===== config.mk =====
export PLATFORM = sky130hd
export DESIGN_NAME = div_unit
export DESIGN_NICKNAME = d
export VERILOG_FILES = /design/src/rtl/div_unit.sv
export SDC_FILE = /design/constraint.sdc
export NUM_CORES = 1
export LEC_CHECK = 0
export ABC_AREA = 1
export CORE_MARGIN = 2
export CORE_UTILIZATION = 45
export DETAILED_ROUTE_END_ITERATION = 10
export PLACE_DENSITY = 0.69
export RECOVER_POWER = 25
export SLEW_MARGIN = 20
export SYNTH_ARGS = -nofsm -noshare
export SYNTH_HDL_FRONTEND = slang
export SYNTH_SLANG_ARGS = --single-unit

===== constraint.sdc =====
create_clock -name clk -period 7.94 [get_ports clk]
set_clock_uncertainty 0.15 [all_clocks]
set_input_delay 1.191 -clock clk [delete_from_list [all_inputs] [get_ports clk]]
set_output_delay 1.191 -clock clk [all_outputs]
set_load 0.005 [all_outputs]

===== src/rtl/div_unit.sv =====
// Iterative radix-2 restoring divider for RV32M DIV/DIVU/REM/REMU.
// One quotient bit per cycle; divide-by-zero and signed overflow skip the iteration.
module div_unit (
    input  logic        clk,
    input  logic        rst,
    input  logic        start,
    input  logic [1:0]  DivType,
    input  logic [31:0] Operand1,
    input  logic [31:0] Operand2,
    input  logic        flush,
    output logic        busy,
    output logic        done,
    output logic [31:0] DivOut
);

    typedef enum logic [1:0] {
        IDLE,
        CALC,
        DONE
    } state_t;

    state_t      state_q, state_d;
    logic        is_rem_q, is_rem_d;
    logic        quo_neg_q, quo_neg_d;
    logic        rem_neg_q, rem_neg_d;
    logic [31:0] rem_q, rem_d;
    logic [31:0] quo_q, quo_d;
    logic [31:0] dvs_q, dvs_d;
    logic [4:0]  cnt_q, cnt_d;
    logic        done_q, done_d;
    logic [31:0] out_q, out_d;

    logic        op_signed;
    logic        a_neg;
    logic        b_neg;
    logic [31:0] abs_a;
    logic [31:0] abs_b;
    logic [32:0] trial;
    logic [31:0] quo_res;
    logic [31:0] rem_res;

    always_ff @(posedge clk or posedge rst) begin
        if (rst) begin
            state_q   <= IDLE;
            is_rem_q  <= 1'b0;
            quo_neg_q <= 1'b0;
            rem_neg_q <= 1'b0;
            rem_q     <= '0;
            quo_q     <= '0;
            dvs_q     <= '0;
            cnt_q     <= '0;
            done_q    <= 1'b0;
            out_q     <= '0;
        end else begin
            state_q   <= state_d;
            is_rem_q  <= is_rem_d;
            quo_neg_q <= quo_neg_d;
            rem_neg_q <= rem_neg_d;
            rem_q     <= rem_d;
            quo_q     <= quo_d;
            dvs_q     <= dvs_d;
            cnt_q     <= cnt_d;
            done_q    <= done_d;
            out_q     <= out_d;
        end
    end

    always_comb begin
        op_signed = ~DivType[0];
        a_neg     = op_signed & Operand1[31];
        b_neg     = op_signed & Operand2[31];
        abs_a     = a_neg ? (~Operand1 + 32'd1) : Operand1;
        abs_b     = b_neg ? (~Operand2 + 32'd1) : Operand2;

        // 33-bit trial keeps the compare correct when the divisor has bit 31 set
        trial     = {rem_q, quo_q[31]} - {1'b0, dvs_q};

        quo_res   = quo_neg_q ? (~quo_q + 32'd1) : quo_q;
        rem_res   = rem_neg_q ? (~rem_q + 32'd1) : rem_q;
    end

    always_comb begin
        state_d   = state_q;
        is_rem_d  = is_rem_q;
        quo_neg_d = quo_neg_q;
        rem_neg_d = rem_neg_q;
        rem_d     = rem_q;
        quo_d     = quo_q;
        dvs_d     = dvs_q;
        cnt_d     = cnt_q;
        done_d    = 1'b0;
        out_d     = out_q;

        unique case (state_q)
            IDLE: begin
                if (!flush && start) begin
                    is_rem_d  = DivType[1];
                    dvs_d     = abs_b;
                    cnt_d     = '0;
                    rem_neg_d = a_neg;
                    // Special cases preload quo/rem so the common sign fix-up yields
                    // the architected result without a separate result path.
                    if (Operand2 == 32'd0) begin
                        quo_neg_d = 1'b0;
                        quo_d     = '1;
                        rem_d     = abs_a;
                        state_d   = DONE;
                    end else if (op_signed && Operand1 == 32'h8000_0000 &&
                                 Operand2 == 32'hFFFF_FFFF) begin
                        quo_neg_d = 1'b0;
                        quo_d     = 32'h8000_0000;
                        rem_d     = '0;
                        state_d   = DONE;
                    end else begin
                        quo_neg_d = a_neg ^ b_neg;
                        quo_d     = abs_a;
                        rem_d     = '0;
                        state_d   = CALC;
                    end
                end
            end
            CALC: begin
                if (flush) begin
                    state_d = IDLE;
                end else begin
                    rem_d = trial[32] ? {rem_q[30:0], quo_q[31]} : trial[31:0];
                    quo_d = {quo_q[30:0], ~trial[32]};
                    cnt_d = cnt_q + 5'd1;
                    if (cnt_q == 5'd31) begin
                        state_d = DONE;
                    end
                end
            end
            DONE: begin
                state_d = IDLE;
                if (!flush) begin
                    done_d = 1'b1;
                    out_d  = is_rem_q ? rem_res : quo_res;
                end
            end
            default: state_d = IDLE;
        endcase
    end

    // done/DivOut are registered on the edge leaving DONE; busy spans that pulse too
    assign busy   = (state_q != IDLE) | done_q;
    assign done   = done_q;
    assign DivOut = out_q;

endmodule


After elaboration in Yosys (flattened, before gate mapping) --
Cells that the tools add are included. W data, S select, Z words.
Operators by class: multiplexer cells 28, bitwise operators 11, add/subtract/negate cells 6, eq/ne operators 8, reduce and logical (&&, ||, !) cells 12
Operators by type and width (count):
- $mux W32 | 13
- $add A32 B1 Y32 const B | 4
- $not A32 Y32 | 4
- $pmux W32 S2 | 2
- $eq A32 B32 Y1 const B | 2
- $sub A33 B32 Y33 | 1
- $logic_not A32 Y1 | 1
- $mux W2 | 5
- $mux W5 | 2
- $pmux W5 S2 | 1
- $reduce_and A2 Y1 | 3
- $add A5 B1 Y5 const B | 1
- $eq A5 B5 Y1 const B | 1
- $mux W1 | 4
- $ne A2 B2 Y1 const B | 2
- $pmux W2 S2 | 1
- $reduce_bool A2 Y1 | 2
- $logic_and A1 B1 Y1 | 3
- $ne A3 B3 Y1 const B | 1
- $not A1 Y1 | 3
- $reduce_and A3 Y1 | 1
- $and A1 B1 Y1 | 2
- $eq A2 B1 Y1 const B | 1
- $eq A2 B2 Y1 const B | 1
- 4 further kinds | 4
Storage, ports and cells: register bits 139, input port bits 70, output and inout bits 34, word-level logic and storage cells 75

Logic depth before layout (Yosys ltp) --
Gate-level depths: netlist of the first run.
depth in word-level cells 7, depth in mapped cells 18

Worst setup path before layout of the first run --
No wires, ideal clock.
path kind in2reg, start in Operand1[0], end reg quo_q[1], path buffers 1, setup time 0.117 ns, setup slack 5.070 ns, stages on the path 16, data required time 7.673 ns, arrival 2.603 ns, path through inv_1 -> ha_1 -> inv_1 -> nor2_2 -> nand2_1 -> nor2_4 -> nand3_1 -> nor3_2 -> nand2_1 -> nand2_2 -> inv_2 -> buf_6 -> nand2_1 -> o21ai_1 -> nor2_1 -> nor2_1
On the way: cells in the longest elaborated chain, start to end 7, elaborated cells on any way between the ends 10, classes of those cells 1 x add/sub; 1 x eq/ne; 5 x mux; 1 x bitwise; 2 x reduce/logical
RTL lines:
- from (decl) | line 8 | input logic [31:0] Operand1,
- $not A32 Y32 / $eq A32 B32 Y1 (equally long branches) | line 72, 108
- $add A32 B1 Y32 / $logic_and A1 B1 Y1 (equally long branches) | line 72, 108
- $mux W32 / $logic_and A1 B1 Y1 (equally long branches) | line 72, 108
- $mux W32 * | line 108 | end else if (op_signed && Operand1 == 32'h8000_0000 &&
- $mux W32 * | line 103 | if (Operand2 == 32'd0) begin
- $mux W32 * | line 96 | if (!flush && start) begin
- $pmux W32 S2 * | line 94 | unique case (state_q)
- to (signal assigned) | line 60 | quo_q <= quo_d;
- to (decl) | line 27 | logic [31:0] quo_q, quo_d;
Every way passes the cells marked *; elsewhere a longest branch is shown, timed or not. The select of a mux whose other input is x is not followed. A chain may end at the register's enable or synchronous reset.

==> results_dict.tcl, run 1 <==
set metrics [dict create \
    antenna_found_initial 0 \
    die_w_um 175 \
    grt_pass1_wl_um 74600 \
    layout-drive-gt1-share_pct 4.95 \
    grt_usage_pct 31.8 \
    io_pins 104 \
    p_int_mw 2.63 \
    synthesis.yosys.warnings 0 \
    maxSlewHeadroom_pct -169 \
    fin_setup_tns_ns 0 \
    setup_viol 0 \
    failed_checks "max-capacitance violations, max-slew violations" \
    place.detailed.hpwl_um 38700 \
    max_clock_freq_ghz 0.217 \
    numCtsBuffers 17 \
    synth-main-ff-cell "dfrtp_1" \
    nets 2382 \
    root_buffer "clkbuf_16" \
    synth_cells 2209 \
    rsz0062_at_grt "no" \
    vdd_drop_max_mv 0.165 \
    period_minus_slack_ns 4.61 \
    switchingPower_mw 3.10 \
    syn-mean-instance-area_um2 5.96 \
    cts_resized 0 \
    wl_per_cell_um 18.2 \
    clkPwrFrac_pct 14.2 \
    pwr-share-comb_pct 61.6 \
    critPathLaunchType "input pin" \
    min_path_type "flop to flop" \
    ys_seq_area_share_pct 26.4 \
    grt_start_max_net_pins 90 \
    cts_setup_buffers 0 \
    required_ns 8.30 \
    ys_types 54 \
    cts_tree "done" \
    crit_path_max_incr_delay_ns 2.22 \
    end_kind "asynchronous set/reset pin" \
    synth_area_mm2 0.0132 \
    gr-total-overflow 0 \
    ys_seq_elements 139 \
    clockBufferDepth 2 \
    drt_iter0_markers 1620 \
    vias_per_cell 5.54 \
    drtPass1Iterations 6 \
    cp.arrival_ns 4.97 \
    power.leakage_nw 7.73 \
    slowest_stage "clkinvlp_2" \
    syn2layout_area_growth_pct 13.9 \
    synthArstFlopShare_pct 100 \
    start_util_pct 45.8 \
    hold_slack_ns 0.328 \
    antenna_cells 0 \
    clkTransAtPathRegs_ns 0.06 \
    final.period_utilization_pct 58.1 \
    rows 62 \
    clkLatencyLatePin_ns 0.44 \
    p_per_area_mw_per_mm2 382 \
    wirelength_um 48600 \
    place_congestion 0.969 \
    htreeDepth 4 \
    cts_sinks 139 \
    chipHeight_um 175 \
    synth_nets 2319 \
    slew_viol_final 90 \
    dr_total_vias 14800 \
    cts_hold_buffers 0 \
    grt_pass1_vias 13400 \
    antenna_left 0 \
    drc_errors 0 \
    hold_violations 0 \
    synth_edf_count 0 \
    maxCapViolations 1 \
    die_area_mm2 0.0307 \
    crit_fanout 89 \
    setup_slack_ns 3.33 \
    switching_share_pct 54.1 \
    tightest_slew_ns 4.01 \
    crit_path_cell_trace "dlygate4sd3_1, clkinvlp_2, buf_4" \
    post-place-ws_ns 3.81 \
    seq_power_share_pct 24.2 \
    fillers 2953 \
    status "complete, but fails checks" \
    coreArea_mm2 0.0288 \
    port-buffer-count 103 \
    critPathKind "input pin to asynchronous set/reset pin" \
]
metrics by stage:
stage | std cells | util [%] | power (mW) | instance area, µm²
floorplan | 2209 | - | 3.63 | 13200
global placement | 2637 | 50.0 | 4.77 | 14400
detailed placement | 2637 | 50.0 | 4.81 | 14400
CTS | 2669 | 52.1 | 5.63 | 15000
global route | 2669 | 52.1 | 6.17 | 15000
finish | 2669 | 52.1 | 5.72 | 15000
cell usage after synthesis, drive strengths merged (7+ instances only):
library cell	n	area (µm²)
a21oi	112	583
buf	39	250
clkbuf	30	113
dfrtp	139	3480
ha	39	488
inv	340	1280
nand2	707	2740
nand3	233	1200
nand3b	7	52.6
nand4	26	193
nor2	246	995
nor3	35	190
o21ai	157	793
o31ai	7	52.6
xnor2	8	70.1
xor2	39	342
registers in the layout (all words and copies together) (netlist names), 2 cells and up:
name     count
DivOut      32
dvs_q       32
quo_q       32
rem_q       32
cnt_q        5
state_q      2
critical path, delay by kind of cell:
family,cells,cell delay (ns)
buffers and inverters,3,3.62
routing by layer:
layer / track usage, % / vias up / part of all wire, %
li1: - / 7133 / -
met1: 43.9 / 6770 / 42
met2: 47.3 / 738 / 42
met3: 6.20 / 134 / 11
met4: 16.3 / 0 / 5.1
met5: 0 / - / 0
final timing paths:
kind	start	endpoint	slack, ns	depth (start not counted)
worst min-delay path	DivOut[27]	DivOut[27]	0.33	2
min in group asynchronous	rst	DivOut[17]	2.25	2
max in group clk	Operand1[31]	quo_q[10]	4.18	10
worst max register to register	rem_q[10]	rem_q[7]	4.77	13
worst max-delay path	rst	dvs_q[0]	3.33	3
worst min register to register	DivOut[27]	DivOut[27]	0.33	2
cell type report:
type / instances / area, µm² / share of cell area (%)
flip-flops and latches: 139 / 3480 / 23.2
well taps: 384 / 480 / 3.20
multi-input cells: 1659 / 8050 / 53.7
inverters: 342 / 1280 / 8.57
clock inverters: 12 / 139 / 0.926
repair buffers: 113 / 1110 / 7.38
clock buffers: 20 / 457 / 3.05
power by group through the flow:
stage	Clock (mW)	Sequential, mW	Combinational [mW]
after global routing	0.840	1.40	3.93
after global placement	0	1.37	3.40
after detailed placement	0	1.37	3.44
final	0.812	1.39	3.52
after CTS	0.814	1.36	3.46
after floorplan	0	1.18	2.45
kinds of logic (layout without fill, tap and decap cells):
kind of cell	count (synthesis)	count (layout)	synth area share [%]
xor+xnor	47	47	3.13
buf+inv	411	487	12.5
simple gates	1267	1267	41.6
fa+ha+maj	40	40	3.86
compound gates	305	305	12.5
flops	139	139	26.4
layout by cell type, fill, tap and decap left out, types with 14 or more instances in the layout:
cell	Yosys	final
nor2_1	231	229
o21ai_0	138	138
o21ai_1	17	17
nor3_1	32	32
inv_2	14	14
xor2_1	39	39
ha_1	39	39
nand3_1	227	227
inv_1	326	325
dfrtp_1	139	139
a21oi_1	108	108
clkdlybuf4s50_1	0	102
nand2_1	689	689
nand4_1	24	24
clkbuf_16	0	17
Power figures use the tool's default switching activity.
==> inputs of run 2 (changes only) <==
==> constraint.sdc (replaced) <==
create_clock -name clk -period 4.4 [get_ports clk]
set_clock_uncertainty 0.15 [all_clocks]
set_input_delay 0.66 -clock clk [delete_from_list [all_inputs] [get_ports clk]]
set_output_delay 0.66 -clock clk [all_outputs]
set_load 0.005 [all_outputs]
==> run 2 against run 1 <==
  * The flow still finishes with violations (max-capacitance violations, max-slew violations)
  * Worst setup slack got worse by 2.2 ns
  * Sequential cell count did not move
  * Register-to-register slack got worse by 3.5 ns
  * Global-route usage fell by 0.23 points
  * Highest routed layer unchanged
  * First-iteration DRC count fell by 9.6%
  * Final area rose by 0.21%
  * Sequential power rose by 76%
  * Total power rose by 79%
==> results_dict.tcl, run 2 (synthesis results as in run 1) <==
set metrics [dict create \
    setup_slack_ns 1.15 \
    failed_checks "max-capacitance violations, max-slew violations" \
    nets 2387 \
    hold_violations 0 \
    top_usage_layer "met2" \
    seq_power_share_pct 23.8 \
    die_area_mm2 0.0307 \
    power_mw 10.3 \
    placed_area_mm2 0.0145 \
    pwr-share-comb_pct 61.9 \
    final_common_cell "nand2_1" \
    switchingPower_mw 5.57 \
    required_ns 4.56 \
    root_buffer "clkbuf_16" \
    grt_usage_pct 31.6 \
    clkLatencyLatePin_ns 0.43 \
    cts_sinks 139 \
    wirelength_um 48400 \
    fin_setup_tns_ns 0 \
    final_area_mm2 0.0150 \
    drt_iter0_markers 1464 \
    wl_per_cell_um 18.1 \
    end_kind "asynchronous set/reset pin" \
    clkTransAtPathRegs_ns 0.06 \
    maxCapViolations 2 \
    use_met1_pct 44.8 \
    clkPwrFrac_pct 14.3 \
    max_clock_freq_ghz 0.308 \
    grt_pass1_wl_um 74600 \
    slew_viol_final 81 \
    drtPass1Iterations 7 \
    cts_hold_buffers 0 \
    vdd_drop_max_mv 0.277 \
    met3_usage_pct 5.22 \
    switching_share_pct 54.3 \
    critPathLaunchType "input pin" \
    p_per_area_mw_per_mm2 682 \
    antenna_left 0 \
    port-buffer-count 103 \
    slowest_stage "clkbuf_2" \
    place.detailed.hpwl_um 38800 \
    layout-drive-gt1-share_pct 5.11 \
    maxSlewHeadroom_pct -20.9 \
    crit_buf_inv 3 \
    drc_errors 0 \
    critPathKind "input pin to asynchronous set/reset pin" \
    r2r_cells 15 \
    cts_resized 0 \
    clockBufferDepth 2 \
    cp.depth 3 \
    syn2layout_area_growth_pct 14.1 \
    min_delay_path_depth 2 \
    p_int_mw 4.68 \
    vias_per_cell 5.46 \
    cp_top_family "buffers and inverters" \
    layout_common_cells "nand2_1, inv_1, nor2_1" \
    crit_path_cell_trace "dlygate4sd3_1, clkinvlp_2, clkbuf_2" \
    setup_viol 0 \
    io_pins 104 \
    period_minus_slack_ns 3.25 \
    start_util_pct 45.8 \
    rsz0062_at_grt "no" \
    cp.arrival_ns 3.41 \
    power.leakage_nw 7.75 \
    min_path_type "flop to flop" \
    cts_tree "done" \
    die_w_um 175 \
    antenna_found_initial 0 \
    cts_setup_buffers 0 \
    post-place-ws_ns 1.05 \
    fillers 2999 \
    status "complete, but fails checks" \
    chipHeight_um 175 \
    rows 62 \
    gr-total-overflow 0 \
    tightest_slew_ns 1.81 \
    final.period_utilization_pct 73.9 \
    htreeDepth 4 \
    place_congestion 0.947 \
    numCtsBuffers 17 \
    grt_start_max_net_pins 53 \
    coreArea_mm2 0.0288 \
    antenna_cells 0 \
    dr_total_vias 14600 \
    grt_pass1_vias 13100 \
    use_met2_pct 48.0 \
    crit_path_max_incr_delay_ns 1.17 \
    crit_fanout 52 \
]
[run 2: worst paths after layout]
path	from	endpoint	slack, ns
worst max-delay path	rst	quo_neg_q	1.15
worst min-delay path	DivOut[31]	DivOut[31]	0.33
worst max register to register	rem_q[0]	rem_q[12]	1.31
worst min register to register	DivOut[31]	DivOut[31]	0.33
max in group clk	flush	dvs_q[1]	1.27
min in group asynchronous	rst	dvs_q[1]	0.96
[run 2: worst reg2reg max path, cell delays in order (launching register included)]
cell     delay [ns]
dfrtp_1        0.48
inv_1          0.21
fa_1           0.49
inv_1          0.10
nand3_1        0.08
nand2_2        0.15
nand2_2        0.08
nand2_4        0.09
nand2_4        0.06
nand2_4        0.07
nand2_4        0.07
nand3_2        0.25
nand2_2        0.23
nand2_1        0.11
nand3_1        0.21
a21oi_1        0.20
[run 2: cell type report]
| class | count | area (µm²) | share of cell area, % |
|---|---|---|---|
| Sequential cell | 139 | 3480 | 23.1 |
| Multi-Input combinational cell | 1659 | 8050 | 53.6 |
| Clock inverter | 14 | 154 | 1.02 |
| Clock buffer | 18 | 429 | 2.86 |
| Tap cell | 384 | 480 | 3.20 |
| Timing Repair Buffer | 118 | 1150 | 7.65 |
| Inverter | 342 | 1280 | 8.55 |
[run 2: routing by layer]
metal / share of wire, % / vias to the layer above
li1: - / 7135
met1: 44 / 6669
met3: 9.4 / 93
met2: 43 / 693
met5: 0 / -
met4: 4.1 / 0
[run 2: stage by stage]
step                std cells  util [%]  hold slack [ns]
finish                   2674      52.2            0.329
global route             2674      52.2            0.350
CTS                      2674      52.3            0.333
detailed placement       2642      50.3            0.315
global placement         2642      50.3            0.312
floorplan                2209         -            0.299
[run 2: power by group through the flow]
| stage | logic [mW] | clock network, mW | registers, mW |
|---|---|---|---|
| after detailed placement | 6.22 | 0 | 2.42 |
| after global placement | 6.16 | 0 | 2.40 |
| after global routing | 7.07 | 1.54 | 2.47 |
| final | 6.35 | 1.47 | 2.44 |
| after floorplan | 4.42 | 0 | 2.13 |
| after CTS | 6.26 | 1.48 | 2.40 |
